==> src/rtl/tile_ram_pkg.sv <==
// tile_ram_pkg: shared constants, FSM/requester encodings and range helper for the tile RAM write arbiter
// No ports; imported by tile_clear_counter and tile_ram_wr_arbiter.
package tile_ram_pkg;
  localparam int MAX_X = 40;
  localparam int MAX_Y = 20;
  localparam int ADDR_W = 12;
  localparam int DATA_W = 7;
  localparam int ROW_W = 5;
  localparam int COL_W = 7;
  localparam logic [DATA_W-1:0] CLR_CHAR = 7'h20;
  typedef enum logic [1:0] {IDLE, WRITE, CLEAR} state_e;
  typedef enum logic {REQ_A = 1'b0, REQ_B = 1'b1} req_e;
  function automatic logic tile_in_range(input logic [ADDR_W-1:0] addr);
    return addr[ADDR_W-1:COL_W] < ROW_W'(MAX_Y) && addr[COL_W-1:0] < COL_W'(MAX_X);
  endfunction
endpackage

==> src/rtl/tile_clear_counter.sv <==
// tile_clear_counter: row/col sweep over the visible tiles for the screen-clear engine
// Ports: clk, reset (async active-low), start (load 0,0), en (advance one tile),
//        row/col (next tile to issue), last (row MAX_Y-1, col MAX_X-1).
module tile_clear_counter
  import tile_ram_pkg::*;
(
  input  logic             clk,
  input  logic             reset,
  input  logic             start,
  input  logic             en,
  output logic [ROW_W-1:0] row,
  output logic [COL_W-1:0] col,
  output logic             last
);
  logic [ROW_W-1:0] row_q;
  logic [COL_W-1:0] col_q;
  logic             col_end;
  assign col_end = col_q == COL_W'(MAX_X - 1);
  assign last = col_end && row_q == ROW_W'(MAX_Y - 1);
  assign row = row_q;
  assign col = col_q;
  always_ff @(posedge clk or negedge reset)
    if (!reset) begin
      row_q <= '0;
      col_q <= '0;
    end else if (start) begin
      row_q <= '0;
      col_q <= '0;
    end else if (en) begin
      col_q <= col_end ? '0 : col_q + COL_W'(1);
      row_q <= !col_end ? row_q : last ? '0 : row_q + ROW_W'(1);
    end
endmodule

==> src/rtl/tile_ram_wr_arbiter.sv <==
// tile_ram_wr_arbiter: round-robin arbiter for the tile RAM write port with a screen-clear engine
// Ports: clk, reset (async active-low); req/addr/data/gnt for requesters A and B;
//        clr_start/clr_busy/clr_done for the clear engine; addr_err reject pulse;
//        ram_we/ram_addr/ram_din drive the RAM write port. All outputs are registered.
// Optional: TILE_ADDR_CHECK_EN grants out-of-range requests without writing and pulses addr_err.
module tile_ram_wr_arbiter
  import tile_ram_pkg::*;
(
  input  logic              clk,
  input  logic              reset,
  input  logic              req_a,
  input  logic [ADDR_W-1:0] addr_a,
  input  logic [DATA_W-1:0] data_a,
  output logic              gnt_a,
  input  logic              req_b,
  input  logic [ADDR_W-1:0] addr_b,
  input  logic [DATA_W-1:0] data_b,
  output logic              gnt_b,
  input  logic              clr_start,
  output logic              clr_busy,
  output logic              clr_done,
  output logic              addr_err,
  output logic              ram_we,
  output logic [ADDR_W-1:0] ram_addr,
  output logic [DATA_W-1:0] ram_din
);
  state_e            state_q, state_d;
  req_e              last_q, last_d, win;
  logic              pend_q, pend_d, tail_q, tail_d;
  logic              we_q, we_d, gnt_a_q, gnt_a_d, gnt_b_q, gnt_b_d;
  logic              busy_q, busy_d, done_q, done_d, err_q, err_d;
  logic [ADDR_W-1:0] addr_q, addr_d, sel_addr;
  logic [DATA_W-1:0] din_q, din_d, sel_data;
  logic              bad, cnt_start, cnt_en, cnt_last;
  logic [ROW_W-1:0]  row;
  logic [COL_W-1:0]  col;
  tile_clear_counter u_cnt (
    .clk  (clk),
    .reset(reset),
    .start(cnt_start),
    .en   (cnt_en),
    .row  (row),
    .col  (col),
    .last (cnt_last)
  );
  assign win = req_b && (!req_a || last_q == REQ_A) ? REQ_B : REQ_A;
  assign sel_addr = win == REQ_B ? addr_b : addr_a;
  assign sel_data = win == REQ_B ? data_b : data_a;
`ifdef TILE_ADDR_CHECK_EN
  assign bad = !tile_in_range(sel_addr);
`else
  assign bad = 1'b0;
`endif
  // tail_q marks the cycle after the last clear write, which reports clr_done before IDLE
  always_comb begin
    state_d = state_q;
    last_d = last_q;
    pend_d = pend_q;
    tail_d = tail_q;
    we_d = 1'b0;
    gnt_a_d = 1'b0;
    gnt_b_d = 1'b0;
    done_d = 1'b0;
    err_d = 1'b0;
    busy_d = busy_q;
    addr_d = addr_q;
    din_d = din_q;
    cnt_start = 1'b0;
    cnt_en = 1'b0;
    case (state_q)
      IDLE:
        if (pend_q || clr_start) begin
          state_d = CLEAR;
          pend_d = 1'b0;
          cnt_start = 1'b1;
        end else if (req_a || req_b) begin
          state_d = WRITE;
          last_d = win;
          gnt_a_d = win == REQ_A;
          gnt_b_d = win == REQ_B;
          addr_d = sel_addr;
          din_d = sel_data;
          we_d = !bad;
          err_d = bad;
        end
      WRITE: begin
        state_d = IDLE;
        pend_d = pend_q || clr_start;
      end
      CLEAR:
        if (tail_q) begin
          state_d = IDLE;
          tail_d = 1'b0;
          busy_d = 1'b0;
          done_d = 1'b1;
        end else begin
          cnt_en = 1'b1;
          we_d = 1'b1;
          addr_d = {row, col};
          din_d = CLR_CHAR;
          busy_d = 1'b1;
          tail_d = cnt_last;
        end
      default: state_d = IDLE;
    endcase
  end
  always_ff @(posedge clk or negedge reset)
    if (!reset) begin
      state_q <= IDLE;
      last_q <= REQ_B;
      pend_q <= 1'b0;
      tail_q <= 1'b0;
      we_q <= 1'b0;
      gnt_a_q <= 1'b0;
      gnt_b_q <= 1'b0;
      busy_q <= 1'b0;
      done_q <= 1'b0;
      err_q <= 1'b0;
      addr_q <= '0;
      din_q <= '0;
    end else begin
      state_q <= state_d;
      last_q <= last_d;
      pend_q <= pend_d;
      tail_q <= tail_d;
      we_q <= we_d;
      gnt_a_q <= gnt_a_d;
      gnt_b_q <= gnt_b_d;
      busy_q <= busy_d;
      done_q <= done_d;
      err_q <= err_d;
      addr_q <= addr_d;
      din_q <= din_d;
    end
  assign ram_we = we_q;
  assign ram_addr = addr_q;
  assign ram_din = din_q;
  assign gnt_a = gnt_a_q;
  assign gnt_b = gnt_b_q;
  assign clr_busy = busy_q;
  assign clr_done = done_q;
  assign addr_err = err_q;
endmodule

==> config.mk <==
export PLATFORM = sky130hd
export DESIGN_NAME = tile_ram_wr_arbiter
export DESIGN_NICKNAME = d
export VERILOG_FILES = /design/src/rtl/tile_ram_pkg.sv /design/src/rtl/tile_clear_counter.sv /design/src/rtl/tile_ram_wr_arbiter.sv
export SDC_FILE = /design/constraint.sdc
export NUM_CORES = 1
export LEC_CHECK = 0
export CAP_MARGIN = 5
export CORE_MARGIN = 2
export CORE_UTILIZATION = 42
export CTS_BUF_LIST = sky130_fd_sc_hd__clkbuf_4 sky130_fd_sc_hd__clkbuf_8
export CTS_CLUSTER_SIZE = 40
export DETAILED_ROUTE_END_ITERATION = 7
export PLACE_DENSITY = 0.79
export SYNTH_ARGS = -nofsm -noshare
export SYNTH_HDL_FRONTEND = slang
export SYNTH_HIERARCHICAL = 1
export SYNTH_SLANG_ARGS = --single-unit
==> constraint.sdc <==
create_clock -name clk -period 5.9 [get_ports clk]
set_input_delay 0.885 -clock clk [delete_from_list [all_inputs] [get_ports clk]]
set_output_delay 0.885 -clock clk [all_outputs]
set_load 0.02 [all_outputs]
==> summary.md, run 1 <==
| Metric | Value |
|---|---|
| Post-synth EDFFs | `0` |
| Largest net degree at the start of global routing | `42` |
| Fill cells | `442` |
| Fraction of layout cells with a size suffix above 1 | `13.78%` |
| Finished Layout Cells | `355` |
| Die X | `78.74 µm` |
| Maximum buffer depth of the clock tree | `2` |
| Reg-to-reg critical path endpoint | `ram_din[5]` |
| Resize count post-CTS | `0` |
| Lkg Pwr | `1.262 nW` |
| Iter 0 DRT Violations | `76` |
| Max-cap violations | `0` |
| DP Area | `2995 µm²` |
| Tcrit/Tclk final | `46.95%` |
| Final WL | `5691 µm` |
| Net count, final | `327` |
| Clock sink count | `41` |
| Worst hold path class | `reg2reg` |
| Routability cong. | `0.7909` |
| Die area | `6199 µm²` |
| CP Max Fanout | `16` |
| Antenna diodes | `0` |
| CTS root buf | `clkbuf_8` |
| Reg2reg path depth | `5` |
| Fmax | `0.3610 GHz` |
| Asr flop ratio synth | `100.0%` |
| Clock H-tree levels | `2` |
| Comb pwr share | `48.4%` |
| Post-Place Setup Slack | `2.836 ns` |
| Top FF cell, synth | `dfrtp_1` |
| Post-route DRC | `0` |
| Total track usage | `19.72%` |
| Switching power | `0.0005009 W` |
| WP data arrival | `2.95 ns` |
| Setup TNS | `0 ns` |
| Met2 Use GR | `33.85%` |
| Die Ht | `78.74 µm` |
| First-pass GRT wire length | `9646 µm` |
| Worst hold start | `clr_busy` |
| Hold endpoint | `clr_busy` |
| Yosys warning total | `6` |
| Placed cell count | `347` |
| Endpoints failing hold | `0` |
| Outcome | `completed` |
| Startpoint types | `primary input` |
| GR Layer Usage met3 | `3.636%` |
| Worst slew pin tran | `0.9484 ns` |
| Maximum VDD drop | `183.9 µV` |
| Worst R2R Start | `state_q[1]` |
| Final setup violation count | `0` |
| DP Wirelength | `4168 µm` |
| Largest cells by area after synthesis | `dfrtp_1, mux2i_1, o31ai_2` |
| Max-slew headroom | `36.64%` |
| Required @ worst endpoint | `6.08 ns` |
| Storage element area | `1027 µm²` |
| Area grow syn2layout | `32.00%` |
| Tmin final | `2.770 ns` |
| Port Buffers | `66` |
| Final WS setup | `3.130 ns` |
| Finished Cell Area | `3097 µm²` |
| Site Rows | `27` |
| Pins Over Slew Limit | `0` |
| CTS clk-pin slew, worst paths | `0.08 ns` |
| Post-synth net total | `269` |
| RSZ-0062 raised after global routing | `no` |
| Total CTS buffers | `5` |
| Seq/Total Area, Yosys | `43.79%` |
| Clk_lat worst skew | `0.30 ns` |
| Clock power share | `16.6%` |
| Pwr dens | `393.9 nW/µm²` |
| Post-route ant nets | `0` |
| Wirelength per Cell | `16.03 µm` |
| Grt peak-use layer | `met2` |
| Footprint of the multi-input gates | `1196 µm²` |
| Vias per cell | `5.572` |
| Setup CP Type | `in2reg` |
| Initial antenna violation count | `0` |
| Element type at the critical path end | `register` |
| DRT Pass-1 Iters | `4` |
| Sequential Power Share | `35.0%` |
| Core Box Area | `5439 µm²` |
| Netlist Area Pre-Place | `2346 µm²` |
| Global route total overflow | `0` |
| Starting Density | `43.13%` |
| Yosys reg bits | `41` |
| Reg-to-reg setup timing slack | `3.27 ns` |
| Top cell type's share of synthesized area | `42.67%` |
| Synthesized instance count | `224` |
| Top cell type by total area after synthesis | `dfrtp_1` |
| Setup Fix Bufs, Post-CTS | `0` |
| Worst Clk Skew | `0.006202 ns` |
| Mapped Avg Cell Area | `10.47 µm²` |
| CTS tree | `built` |
| GR Layer Usage met1 | `25.00%` |
| Internal | `0.0007188 W` |
| Cts hold-fix bufs | `0` |
| Sw frac | `41.07%` |
| Synth cell types | `50` |
| Top-level I/O count | `68` |
| Total vias in the final route | `1978` |
| Number of global-route vias before repair | `2019` |
| Hold Path Cell Cnt | `2` |
[synthesized netlist by cell type, drive strengths merged, types with 2 or more instances]
cell type and number:
xor2 2, mux2i 13, ha 2, buf 9, nor3 3, a221oi 12
nand2b 4, nand3 3, nand4bb 2, clkbuf 7, and2 13, a21oi 11
or3 3, dfrtp 40, nor2 20, or2 2, nand4 2, inv 5
nand3b 2, o31ai 13, nand2 15, nor2b 3, o21ai 6, or4 2
o211ai 13
[worst max-delay path: stages]
cell and delay (ns):
clkdlybuf4s50_1 0.65, or2_2 0.43, a21oi_2 0.67, inv_1 0.15
a2bb2oi_1 0.16
[metal layers]
layer  routed length [µm]  part of all wire (%)
met5                    0                     0
met4                   59                   1.0
met3                  191                   3.4
met2                 2866                    50
met1                 2574                    45
[cell type report]
cell class                      count  share of cell area [%]
Clock inverter                      1                  0.1616
Sequential cell                    41                   33.17
Timing Repair Buffer               67                   21.41
Inverter                            5                  0.6061
Clock buffer                        7                   3.111
Multi-Input combinational cell    162                   38.63
Tap cell                           72                   2.909
[power groups by stage]
stage,clock network (W),registers [W],logic (W)
after floorplan,0,0.000484,0.000349
after global placement,0,0.000431,0.000578
after detailed placement,0,0.000432,0.000592
after CTS,0.000207,0.000427,0.000594
after global routing,0.000217,0.000440,0.000643
final,0.000203,0.000427,0.000590
[cell families after synthesis]
logic type	share of synthesized area, %
AND/OR/NAND/NOR	19.47
AO/OA/AOI/OAI	24.00
XOR/XNOR	0.7468
multiplexers	5.546
flip-flops	43.79
buffers and inverters	5.226
adder cells (fa/ha/maj)	1.066
other	0.1598
[state kept, by name, summed over array words and instances (netlist names)]
signal     count
ram_din        7
u_cnt/row      5
last_q         1
clr_busy       1
tail_q         1
ram_addr      12
state_q        2
u_cnt/col      7
pend_q         1
gnt_b          1
gnt_a          1
ram_we         1
clr_done       1
[cell usage in the layout (no fill, tap or decap), drive strengths merged, types with 2 or more instances in the layout]
cell type	n
or2	2
o31ai	13
nand3	3
inv	5
nand2	15
and2	13
nand4bb	2
or3	3
o211ai	13
clkbuf	7
nand2b	4
or4	2
o21ai	6
xor2	2
nor2	20
nand3b	2
a221oi	12
a21oi	11
clkdlybuf4s50	65
dfrtp	40
nor3	3
buf	2
mux2i	13
nor2b	3
nand4	2
ha	2
[worst max-delay path by stage]
stage,from,slack (ns),to,cells past startpoint
3_5_place_dp,req_b,2.84,ram_din[5],5
6_report,req_b,3.13,ram_din[5],5
4_1_cts,req_b,3.17,ram_din[5],5
5_1_grt,req_b,2.97,ram_din[5],5
2_1_floorplan,clr_start,3.84,ram_addr[0],5
3_3_place_gp,req_b,2.91,ram_din[5],5
[stage by stage]
step | power, W | utilization (%) | hold WS, ns
2_1_floorplan | 0.0008327 | - | 0.4677
3_3_place_gp | 0.001009 | 55.07 | 0.4758
3_5_place_dp | 0.001025 | 55.07 | 0.4782
4_1_cts | 0.001228 | 56.94 | 0.4982
5_1_grt | 0.001301 | 56.94 | 0.5224
6_report | 0.001220 | 56.94 | 0.4878
Note: power is estimated with default switching activity, not from simulation.
==> run 2, diff against run 1 <==
--- a/config.mk
+++ b/config.mk
@@ -11,7 +11,7 @@
 export CTS_BUF_LIST = sky130_fd_sc_hd__clkbuf_4 sky130_fd_sc_hd__clkbuf_8
 export CTS_CLUSTER_SIZE = 40
 export DETAILED_ROUTE_END_ITERATION = 7
-export PLACE_DENSITY = 0.79
+export PLACE_DENSITY = 0.82
 export SYNTH_ARGS = -nofsm -noshare
 export SYNTH_HDL_FRONTEND = slang
 export SYNTH_HIERARCHICAL = 1
==> constraint.sdc (replaced) <==
create_clock -name clk -period 2.45 [get_ports clk]
set_input_delay 0.3675 -clock clk [delete_from_list [all_inputs] [get_ports clk]]
set_output_delay 0.3675 -clock clk [all_outputs]
set_load 0.02 [all_outputs]
==> run 2 against run 1 <==
Effect of this change: global-route usage increased by 0.17 points; critical path type unchanged; sequential share of layout area decreased by 0.32 points; largest power group unchanged; register-to-register slack got worse by 2.8 ns; via count increased by 1.2%.
==> summary.md, run 2 (synthesis gave the netlist of run 1 again) <==
| Metric | Value |
|---|---|
| Largest register FFs | `12 (unchanged)` |
| Global route total overflow | `0 (unchanged)` |
| Antenna diodes | `0 (unchanged)` |
| Most frequent cells in the layout | `clkdlybuf4s50_1, dfrtp_1, nor2_1 (unchanged)` |
| Max-cap violations | `0 (unchanged)` |
| Core Box Area | `5439 µm² (unchanged)` |
| WP data arrival | `2.21 ns (was 2.95 ns)` |
| Element type at the critical path end | `register (unchanged)` |
| Final WL | `5854 µm (was 5691 µm)` |
| Tmin final | `2.036 ns` |
| Die area | `6199 µm² (unchanged)` |
| Starting Density | `43.13% (unchanged)` |
| Iter 0 DRT Violations | `159 (was 76)` |
| First-pass GRT wire length | `9618 µm (was 9646 µm)` |
| CTS root buf | `clkbuf_8 (unchanged)` |
| Clock H-tree levels | `2 (unchanged)` |
| Total track usage | `19.88% (was 19.72%)` |
| CTS clk-pin slew, worst paths | `0.08 ns (about the same)` |
| Top-level I/O count | `68 (unchanged)` |
| Endpoints failing hold | `0 (unchanged)` |
| Clock sink count | `41 (unchanged)` |
| DRT Pass-1 Iters | `5 (was 4)` |
| Final setup violation count | `0 (unchanged)` |
| Site Rows | `27 (unchanged)` |
| Max-slew headroom | `30.68% (was 36.64%)` |
| CP max-delay cell | `a21oi_2 (unchanged)` |
| Number of global-route vias before repair | `1953 (was 2019)` |
| Worst hold path class | `in2async (was reg2reg)` |
| DP Wirelength | `4227 µm (was 4168 µm)` |
| Fraction of layout cells with a size suffix above 1 | `15.57% (was 13.78%)` |
| Tot Pwr | `0.002949 W (was 0.001220 W)` |
| Maximum VDD drop | `473.6 µV (was 183.9 µV)` |
| Crit-path cells | `clkdlybuf4s50_1 -> or2_2 -> a21oi_2 -> inv_1 -> a2bb2oi_1 (unchanged)` |
| Port Buffers | `66 (unchanged)` |
| Slowest Stage Delay on Critical Path | `0.66 ns (was 0.67 ns)` |
| Lkg Pwr | `1.284 nW (was 1.262 nW)` |
| Vias per cell | `5.543 (was 5.572)` |
| Area grow syn2layout | `33.28% (was 32.00%)` |
| Total CTS buffers | `5 (unchanged)` |
| Commonest non-fill, non-tap cell in the layout | `clkdlybuf4s50_1 (unchanged)` |
| Required @ worst endpoint | `2.63 ns (was 6.08 ns)` |
| Total vias in the final route | `2001 (was 1978)` |
| Die Ht | `78.74 µm (unchanged)` |
| Outcome | `completed (unchanged)` |
| Fmax | `0.4911 GHz` |
| Initial antenna violation count | `0 (unchanged)` |
| Cts hold-fix bufs | `0 (unchanged)` |
| Setup CP Type | `in2reg (unchanged)` |
| Pwr dens | `943.0 nW/µm² (was 393.9 nW/µm²)` |
| Pins Over Slew Limit | `0 (unchanged)` |
| CP Max Fanout | `13 (was 16)` |
| Resize count post-CTS | `0 (unchanged)` |
| Worst slew pin tran | `1.036 ns (was 0.9484 ns)` |
| Largest net degree at the start of global routing | `42 (unchanged)` |
| Tcrit/Tclk final | `83.12%` |
| Setup TNS | `0 ns (unchanged)` |
| Worst Path Buf+Inv | `2 (unchanged)` |
| Routability cong. | `0.8511 (was 0.7909)` |
| Post-route ant nets | `0 (unchanged)` |
| RSZ-0062 raised after global routing | `no (unchanged)` |
| Worst Clk Skew | `0.006514 ns (was 0.006202 ns)` |
| Net count, final | `333 (was 327)` |
| Setup Fix Bufs, Post-CTS | `0 (unchanged)` |
| Maximum buffer depth of the clock tree | `2 (unchanged)` |
| Clk_lat worst skew | `0.29 ns (was 0.30 ns)` |
| Post-route DRC | `0 (unchanged)` |
| Die X | `78.74 µm (unchanged)` |
| CTS tree | `built (unchanged)` |
| Critical path's top delay family | `compound AO/OA/AOI/OAI gates (unchanged)` |
| Wirelength per Cell | `16.22 µm (was 16.03 µm)` |
| Startpoint types | `primary input (unchanged)` |
[run 2: cell types whose count changed in the layout (fill, tap and decap cells not counted)]
cell,before,now
clkbuf_4,0,1
clkbuf_8,7,5
buf_4,1,7
clkinv_2,1,2
[run 2: area by class of cell]
cell class	count	area [µm²]
clock inverters	2	10.01
flip-flops and latches	41	1027
clock buffers	6	76.32
well taps	72	90.09
inverters	5	18.77
fillers	458	2312
repair buffers	73	708.2
multi-input cells	162	1196
[run 2: worst register-to-register path: cells and delay by family (launching register included)]
family                 cells  cell delay, ns
buffers and inverters      1            0.18
AND/OR/NAND/NOR            3            1.14
flip-flops                 1            0.45
AO/OA/AOI/OAI              1            0.15
[run 2: per-stage QoR]
stage / hold WS, ns / instance area (µm²) / std cells / setup slack [ns] / util, %
6_report: 0.1921 / 3127 / 361 / 0.4136 / 57.49
5_1_grt: 0.2824 / 3127 / 361 / 0.3015 / 57.49
4_1_cts: 0.2287 / 3127 / 361 / 0.4528 / 57.49
3_5_place_dp: 0.4786 / 3040 / 353 / 0.09772 / 55.90
3_3_place_gp: 0.4669 / 3040 / 353 / 0.1899 / 55.90
2_1_floorplan: 0.07191 / 2346 / 224 / 0.5648 / -
[run 2: worst paths after layout]
check	start	endpoint	slack (ns)	cells after the start
max	req_b	ram_din[5]	0.41	5
min	reset	ram_din[0]	0.19	1
max reg2reg	state_q[1]	u_cnt/row[3]	0.47	5
min reg2reg	clr_busy	clr_busy	0.49	2
max in group asynchronous	reset	ram_addr[5]	1.68	1
min in group clk	clr_busy	clr_busy	0.49	2
[run 2: per-layer routing]
| metal | wire length [µm] | track usage (%) |
|---|---|---|
| met5 | 0 | 0 |
| met2 | 3000 | 34.19 |
| met4 | 73 | 6.667 |
| met1 | 2554 | 24.94 |
| met3 | 227 | 4.091 |
[run 2: power breakdown]
group	internal, W	leakage, nW	switching (W)
sequential	0.000871	0.531	0.000169
combinational	0.000641	0.705	0.000829
clock	0.000209	0.0484	0.000231
total	0.00172	1.28	0.00123
==> run 3, diff against run 2 <==
--- a/config.mk
+++ b/config.mk
@@ -11,7 +11,7 @@
 export CTS_BUF_LIST = sky130_fd_sc_hd__clkbuf_4 sky130_fd_sc_hd__clkbuf_8
 export CTS_CLUSTER_SIZE = 40
 export DETAILED_ROUTE_END_ITERATION = 7
-export PLACE_DENSITY = 0.82
+export PLACE_DENSITY = 0.79
 export SYNTH_ARGS = -nofsm -noshare
 export SYNTH_HDL_FRONTEND = slang
 export SYNTH_HIERARCHICAL = 1
==> constraint.sdc (replaced) <==
create_clock -name clk -period 2.03 [get_ports clk]
set_input_delay 0.3045 -clock clk [delete_from_list [all_inputs] [get_ports clk]]
set_output_delay 0.3045 -clock clk [all_outputs]
set_load 0.02 [all_outputs]
==> run 3 against run 2 <==
Effect of this change: cell count up 1.9%; critical path depth unchanged; sequential cell count unchanged; largest power group unchanged; wire length down 0.22%.
==> summary.md, run 3 (synthesis gave the netlist of run 1 again) <==
| Metric | Value |
|---|---|
| Outcome | `completed (unchanged)` |
| RSZ-0062 raised after global routing | `no (unchanged)` |
| Largest net degree at the start of global routing | `23 (was 42)` |
| Post-Place Setup Slack | `-0.008438 ns (was 0.09772 ns)` |
| Reg2reg path depth | `5 (unchanged)` |
| Maximum buffer depth of the clock tree | `2 (unchanged)` |
| Final WL | `5841 µm (was 5854 µm)` |
| Reg-to-reg setup timing slack | `0.15 ns (was 0.47 ns)` |
| Routability cong. | `0.8762 (was 0.8511)` |
| Total vias in the final route | `1988 (was 2001)` |
| Top-level I/O count | `68 (unchanged)` |
| Net count, final | `340 (was 333)` |
| Setup TNS | `0 ns (unchanged)` |
| Met2 wire length | `2874 µm (was 3000 µm)` |
| CTS clk-pin slew, worst paths | `0.08 ns (about the same)` |
| Largest register FFs | `12 (unchanged)` |
| Top routing layer used | `met4 (unchanged)` |
| Clk_lat worst skew | `0.29 ns (about the same)` |
| Setup CP Type | `reg2reg (was in2reg)` |
| Met3 Routed Length | `179 µm (was 227 µm)` |
| Iter 0 DRT Violations | `177 (was 159)` |
| Sw frac | `39.60% (was 41.68%)` |
| Slowest Stage Delay on Critical Path | `0.52 ns (was 0.66 ns)` |
| Pins Over Slew Limit | `0 (unchanged)` |
| DP Wirelength | `4248 µm (was 4227 µm)` |
| Reg-to-reg critical path endpoint | `u_cnt/row[3] (unchanged)` |
| Area grow syn2layout | `38.13% (was 33.28%)` |
| Starting Density | `43.13% (unchanged)` |
| Core Box Area | `5439 µm² (unchanged)` |
| Startpoint types | `register (was primary input)` |
| Commonest non-fill, non-tap cell in the layout | `clkdlybuf4s50_1 (unchanged)` |
| Lkg Pwr | `1.336 nW (was 1.284 nW)` |
| Switching power | `0.001488 W (was 0.001229 W)` |
| Crit-path cells | `or3b_1 -> inv_2 -> nand3b_1 -> or4_1 -> a21oi_1 (was clkdlybuf4s50_1 -> or2_2 -> a21oi_2 -> inv_1 -> a2bb2oi_1)` |
| CP Max Fanout | `7 (was 13)` |
| Number of global-route vias before repair | `2028 (was 1953)` |
| DRT Pass-1 Iters | `4 (was 5)` |
| Element type at the critical path end | `register (unchanged)` |
| Finished Cell Area | `3241 µm² (was 3127 µm²)` |
| Worst hold path class | `in2async (unchanged)` |
| Critical path's top delay family | `simple AND/OR/NAND/NOR gates (was compound AO/OA/AOI/OAI gates)` |
| Die Ht | `78.74 µm (unchanged)` |
| Worst Path Buf+Inv | `1 (was 2)` |
| Required @ worst endpoint | `2.24 ns (was 2.63 ns)` |
| Wirelength per Cell | `15.87 µm (was 16.22 µm)` |
| Clock power share | `18.3% (was 14.9%)` |
| Post-route ant nets | `0 (unchanged)` |
| Global route total overflow | `0 (unchanged)` |
| Clock H-tree levels | `2 (unchanged)` |
| Metal-1 WL | `2707 µm (was 2554 µm)` |
| Most frequent cells in the layout | `clkdlybuf4s50_1, dfrtp_1, nor2_1 (unchanged)` |
| Clock sink count | `41 (unchanged)` |
| Fraction of layout cells with a size suffix above 1 | `17.23% (was 15.57%)` |
| DP Area | `3110 µm² (was 3040 µm²)` |
| CTS root buf | `clkbuf_8 (unchanged)` |
| Tot Pwr | `0.003756 W (was 0.002949 W)` |
| Tcrit/Tclk final | `92.61%` |
| Die area | `6199 µm² (unchanged)` |
| Sequential Power Share | `33.1% (was 35.2%)` |
| Port Buffers | `66 (unchanged)` |
| Worst R2R Start | `state_q[0] (was state_q[1])` |
| Vias per cell | `5.402 (was 5.543)` |
| Tmin final | `1.880 ns` |
| Maximum VDD drop | `547.6 µV (was 473.6 µV)` |
| Comb pwr share | `48.6% (was 49.8%)` |
| Final WS setup | `0.1501 ns (was 0.4136 ns)` |
| Final setup violation count | `0 (unchanged)` |
| Die X | `78.74 µm (unchanged)` |
| Setup Fix Bufs, Post-CTS | `0 (unchanged)` |
| Pwr dens | `1159 nW/µm² (was 943.0 nW/µm²)` |
| Fmax | `0.5319 GHz` |
| Total CTS buffers | `5 (unchanged)` |
| Total track usage | `20.00% (was 19.88%)` |
| WP data arrival | `2.09 ns (was 2.21 ns)` |
| Initial antenna violation count | `0 (unchanged)` |
| CP max-delay cell | `or4_1 (was a21oi_2)` |
| Fill cells | `456 (was 458)` |
| Endpoints failing hold | `0 (unchanged)` |
| Internal | `0.002269 W (was 0.001720 W)` |
| First-pass GRT wire length | `9839 µm (was 9618 µm)` |
| Site Rows | `27 (unchanged)` |
| Post-route DRC | `0 (unchanged)` |
| Antenna diodes | `0 (unchanged)` |
| Worst Clk Skew | `0.006843 ns (was 0.006514 ns)` |
| CTS tree | `built (unchanged)` |
| Max-cap violations | `0 (unchanged)` |
==> run 3: cell count changes in the layout (fill, tap and decap cells not counted), sizes merged <==
cell / delta
clkinvlp: +1
bufinv: +1
clkinv: -2
buf: +6
dlygate4sd3: +1
==> run 3: stage by stage <==
| step | instances | hold slack (ns) | util, % |
|---|---|---|---|
| finish | 368 | 0.4971 | 59.58 |
| global route | 368 | 0.5383 | 59.58 |
| CTS | 368 | 0.5056 | 59.58 |
| detailed placement | 359 | 0.2967 | 57.19 |
| global placement | 359 | 0.2884 | 57.19 |
| floorplan | 224 | 0.008909 | - |
==> run 3: how the worst max path moves through the flow <==
stage,start,to,cells after the start
after global placement,clr_start,ram_din[2],5
after CTS,state_q[0],u_cnt/row[4],5
after global routing,state_q[0],u_cnt/row[3],5
final,state_q[0],u_cnt/row[3],5
after detailed placement,clr_start,ram_din[4],5
after floorplan,state_q[0],u_cnt/row[3],6
==> run 3: worst register-to-register path: cells and delay by family, from the launching register on <==
| kind | cells | cell delay [ns] |
|---|---|---|
| buf+inv | 1 | 0.07 |
| simple gates | 3 | 1.15 |
| flops | 1 | 0.44 |
| compound gates | 1 | 0.15 |
==> run 3: what timing repair did <==
item / 4_1_cts / 5_1_grt
gates resized for setup: 0 / 0
endpoints found under the hold margin: 18 / 0
hold buffers: 1 / 0
==> run 3: area by class of cell <==
cell class	instances	area, µm²	share of cell area, %
well taps	72	90.09	2.780
repair buffers	80	788.3	24.32
inverters	5	18.77	0.5792
flip-flops and latches	41	1027	31.70
multi-input cells	162	1196	36.91
clock buffers	6	82.58	2.548
clock inverters	2	37.54	1.158
==> run 3: routing by layer <==
metal,global-route usage [%],up-vias
met5,0,-
met4,6.491,0
li1,-,975
met1,27.21,966
met2,32.82,40
met3,3.068,7
==> run 3: power groups by stage <==
stage	Combinational, W	Sequential (W)	Clock [W]
after CTS	0.00183	0.00124	0.000699
after global placement	0.00178	0.00126	0
final	0.00182	0.00124	0.000687
after floorplan	0.00101	0.00141	0
after global routing	0.00198	0.00128	0.000730
after detailed placement	0.00182	0.00126	0
